[config.mk]
export PLATFORM = sky130hd
export DESIGN_NAME = regfile_write_arbiter
export DESIGN_NICKNAME = d
export VERILOG_FILES = /design/src/rtl/regfile_write_arbiter.sv
export SDC_FILE = /design/constraint.sdc
export NUM_CORES = 1
export LEC_CHECK = 0
export CAP_MARGIN = 20
export CORE_AREA = 10 10 155 157
export CTS_BUF_LIST = sky130_fd_sc_hd__clkbuf_4 sky130_fd_sc_hd__clkbuf_8
export CTS_CLUSTER_DIAMETER = 30
export CTS_CLUSTER_SIZE = 24
export DETAILED_ROUTE_END_ITERATION = 10
export DIE_AREA = 0 0 165 167
export PLACE_DENSITY_LB_ADDON = 0.25
export SLEW_MARGIN = 10
export SYNTH_ARGS = -nofsm -noshare
export SYNTH_HDL_FRONTEND = slang
export SYNTH_SLANG_ARGS = --single-unit
[constraint.sdc]
create_clock -name clk -period 2.3 [get_ports clk]
set_input_delay 0.46 -clock clk [delete_from_list [all_inputs] [get_ports clk]]
set_output_delay 0.46 -clock clk [all_outputs]
set_load 0.01 [all_outputs]
[src/rtl/regfile_write_arbiter.sv]
// Two-channel writeback arbiter for the register file's single write port,
// with same-address ordering, x0 filtering, starvation guard and pending scoreboard.
module regfile_write_arbiter #(
    parameter int STARVE_LIMIT = 4,
    parameter int CNT_W        = 4
) (
    input  logic        clk,
    input  logic        rst,
    input  logic        req0_valid,
    output logic        req0_ready,
    input  logic [4:0]  req0_addr,
    input  logic [31:0] req0_data,
    input  logic        req1_valid,
    output logic        req1_ready,
    input  logic [4:0]  req1_addr,
    input  logic [31:0] req1_data,
    output logic        wr_ena,
    output logic [4:0]  wr_addr,
    output logic [31:0] wr_data,
    output logic [31:0] pending,
    output logic        starve_boost
);

    logic             hv0, hv1;
    logic [4:0]       haddr0, haddr1;
    logic [31:0]      hdata0, hdata1;
    logic             older1;
    logic [CNT_W-1:0] starve_cnt;
    logic             grant0, grant1;
    logic             fill0, fill1;

    assign starve_boost = (starve_cnt == CNT_W'(STARVE_LIMIT));

    // Same-address conflicts follow fill order; otherwise the guard decides.
    always_comb begin
        grant0 = 1'b0;
        grant1 = 1'b0;
        if (hv0 && hv1) begin
            if (haddr0 == haddr1) begin
                grant1 = older1;
                grant0 = !older1;
            end else begin
                grant1 = starve_boost;
                grant0 = !starve_boost;
            end
        end else begin
            grant0 = hv0;
            grant1 = hv1;
        end
    end

    assign req0_ready = !hv0 || grant0;
    assign req1_ready = !hv1 || grant1;
    assign fill0      = req0_valid && req0_ready && (req0_addr != 5'd0);
    assign fill1      = req1_valid && req1_ready && (req1_addr != 5'd0);

    always_ff @(posedge clk or negedge rst) begin
        if (!rst) begin
            wr_ena  <= 1'b0;
            wr_addr <= 5'd0;
            wr_data <= 32'd0;
        end else if (grant0) begin
            wr_ena  <= 1'b1;
            wr_addr <= haddr0;
            wr_data <= hdata0;
        end else if (grant1) begin
            wr_ena  <= 1'b1;
            wr_addr <= haddr1;
            wr_data <= hdata1;
        end else begin
            wr_ena  <= 1'b0;
        end
    end

    always_ff @(posedge clk or negedge rst) begin
        if (!rst) begin
            hv0    <= 1'b0;
            haddr0 <= 5'd0;
            hdata0 <= 32'd0;
            hv1    <= 1'b0;
            haddr1 <= 5'd0;
            hdata1 <= 32'd0;
            older1 <= 1'b0;
        end else begin
            if (fill0) begin
                hv0    <= 1'b1;
                haddr0 <= req0_addr;
                hdata0 <= req0_data;
            end else if (grant0) begin
                hv0    <= 1'b0;
            end
            if (fill1) begin
                hv1    <= 1'b1;
                haddr1 <= req1_addr;
                hdata1 <= req1_data;
            end else if (grant1) begin
                hv1    <= 1'b0;
            end
            // A channel 0 fill leaves channel 1 as the older entry, including simultaneous fills.
            if (fill0) begin
                older1 <= 1'b1;
            end else if (fill1) begin
                older1 <= 1'b0;
            end
        end
    end

    always_ff @(posedge clk or negedge rst) begin
        if (!rst) begin
            starve_cnt <= '0;
        end else if (!hv1 || grant1) begin
            starve_cnt <= '0;
        end else if (starve_cnt != CNT_W'(STARVE_LIMIT)) begin
            starve_cnt <= starve_cnt + 1'b1;
        end
    end

    always_comb begin
        pending = 32'd0;
        if (hv0) begin
            pending = pending | (32'd1 << haddr0);
        end
        if (hv1) begin
            pending = pending | (32'd1 << haddr1);
        end
        if (wr_ena) begin
            pending = pending | (32'd1 << wr_addr);
        end
        pending[0] = 1'b0;
    end

endmodule

==> results.yml <==
run_status:
  outcome: "finished with violations"
  failed_checks: "setup timing"
cts:
  clk-insertion-delay-late_ns: 0.42
  numCtsBuffers: 17
  clock_path_buffers: 2
  cts_tree: "built"
  htree_levels: 4
  clock_sinks: 119
  cts_root_buffer: "clkbuf_8"
  path_clk_slew_ns: 0.07
yosys:
  synth_top_area_share_pct: 48.2
  synthesis.area_um2: 6180
  ys_types: 46
  ys_seq_area_share_pct: 48.2
  yosys_register_bits: 119
  synth_edf_count: 0
  ys_top_cells_by_count: "dfrtp_1, nand2_1, mux2_2"
  async_reset_ff_share_pct: 100
  synth_warnings: 0
  syn_inst: 532
  synth_most_common_cell: "dfrtp_1"
  syn_nets: 612
  synth_flop_cell: "dfrtp_1"
  syn_area_per_cell_um2: 11.6
  yosysTopAreaCell: "dfrtp_1"
  yosys-top-cells-area: "dfrtp_1, mux2_2, mux2_4"
timing:
  slew_headroom_pct: 52.3
  hold_viol: 0
  rsz0062_at_grt: "true"
  fmax_mhz: 425
  finClkSkew_ns: 0.0137
  slew_violations: 0
  period_needed_ns: 2.35
  setup_viol: 6
  whs_ns: 0.496
  worstMarginPinSlew_ns: 0.712
  layout_setup_ws_ns: -0.0522
  period_share_pct: 102
pwr:
  power.total_uw: 7320
  p_leak_uw: 0.00407
  pwr_density_cell_nw_per_um2: 791
  ir_worst_vdd_mv: 0.311
layout:
  diodes: 0
  final_area_um2: 9260
  postLayoutCoreUtil_pct: 44.5
  drive_above_1_share_pct: 41.7
  nets: 843
  syn2layout_area_growth_pct: 49.7
  instances_no_fill: 1050
floorplanning:
  io_pins: 151
  die_area_um2: 27600
  start_util_pct: 29.7
  coreArea_um2: 20800
  die_height_um: 167
  num_rows: 53
  die_x_um: 165
placed_design:
  io_buffer_count: 149
  dp.cells: 976
  place.gp.congestion: 0.907
  post_dp_cell_area_um2: 8330
  hpwl_mm: 14.4
detailed_routing:
  met3_wirelength_mm: 1.36
  wl_met2_mm: 10.2
  post-route-drc-count: 0
  first_iter_violations: 278
  antenna_left: 0
  drt_wl_total_mm: 21.2
  routed.top_layer: "met4"
  firstDrtPassIters: 5
  avgViaCountPerCell: 5.08
  met1_length_mm: 9.31
  wl_per_cell_um: 20.2
  num_vias: 5336
grt:
  grtUsageTotal_pct: 14.7
  first_global_vias: 5763
  grt_pass1_wl_mm: 32.3
  grt_max_degree: 63
  gr-total-overflow: 0
  antenna_found_initial: 0
worst_setup_path:
  required_ns: 1.84
  setup.worst_path.end_class: "primary output"
  path_max_fanout: 3
  cp.arrival_ns: 1.89
  start_kind: "register"
  critPathKind: "reg -> out"
worst_hold_path:
  min_path_type: "in -> async"
run:
  cap_violations: 0
[placed cells by master (no fill, tap or decap), types with 20 or more instances in the layout]
master	n
nor2b_1	33
a211o_1	33
dfrtp_1	113
nand2_1	70
mux2_4	29
clkdlybuf4s50_1	114
buf_4	81
clkbuf_8	20
o221a_2	28
buf_6	20
mux2_2	42
[cells by family after synthesis]
logic type	after synthesis	share of synthesized area, %
and+or+nand+nor	160	13.7
AOI/OAI and AO/OA	122	18.0
DFF	119	48.2
muxes	71	14.7
buffers and inverters	50	3.99
xor gates and xnor gates	7	0.992
adders and majority gates	2	0.405
other	1	0.0606
[registers in the layout, summed over array words and instances, names as in the netlist]
name	flops
hv1	1
haddr1	5
hdata1	32
wr_ena	1
wr_addr	5
older1	1
wr_data	32
hdata0	32
starve_cnt	4
hv0	1
haddr0	5
[report_power, final]
part           switching (uW)  internal [uW]  total [uW]
Clock                     823            853        1680
Sequential                355           2500        2860
Combinational            1210           1580        2790
Total                    2390           4930        7320
[path summary, 6_finish.rpt]
check | from | end | slack [ns] | cells past startpoint
setup / recovery | haddr1[1] | req0_ready | -0.05 | 6
hold / removal | rst | hdata1[10] | 0.50 | 2
setup reg to reg | starve_cnt[1] | hdata0[1] | 0.09 | 9
hold reg to reg | hdata0[28] | hdata0[28] | 0.51 | 1
max in group asynchronous | rst | hdata1[14] | 1.12 | 3
min in group clk | hdata0[28] | hdata0[28] | 0.51 | 1
[worst max-delay path, stage by stage, from the launching register on]
cell	delay, ns
dfrtp_1	0.40
buf_4	0.15
xnor2_2	0.20
and3_4	0.27
a21oi_2	0.08
o21ai_2	0.20
clkbuf_2	0.18
[area by class of cell]
type | instances | area, um^2
sequential | 119 | 2990
tap | 275 | 344
clock buffer | 23 | 298
fill | 1946 | 11600
timing repair buffer | 253 | 2340
inverter | 8 | 30.0
clock inverter | 8 | 50.0
multi-input combinational | 364 | 3210
[metrics by stage]
step / setup WS [ns] / setup TNS, ns
2_1_floorplan: 0.245 / 0
3_3_place_gp: -0.503 / -22.80
3_5_place_dp: -0.479 / -23.59
4_1_cts: -0.173 / -0.728
5_1_grt: -0.175 / -2.07
6_report: -0.0522 / -0.160
[per-layer routing]
metal	GRT usage, %	vias to the layer above
li1	-	2437
met1	18.7	2671
met2	23.2	204
met3	4.27	24
met4	4.55	0
met5	0	-
[repair_timing]
action	CTS	global route
gates resized for setup	141	48
hold buffers	1	0
pin swaps	8	15
endpoints found under the setup margin	93	59
endpoints found under the hold margin	24	0
cloned	1	1
setup buffers	21	19
Power figures use the tool's default switching activity.
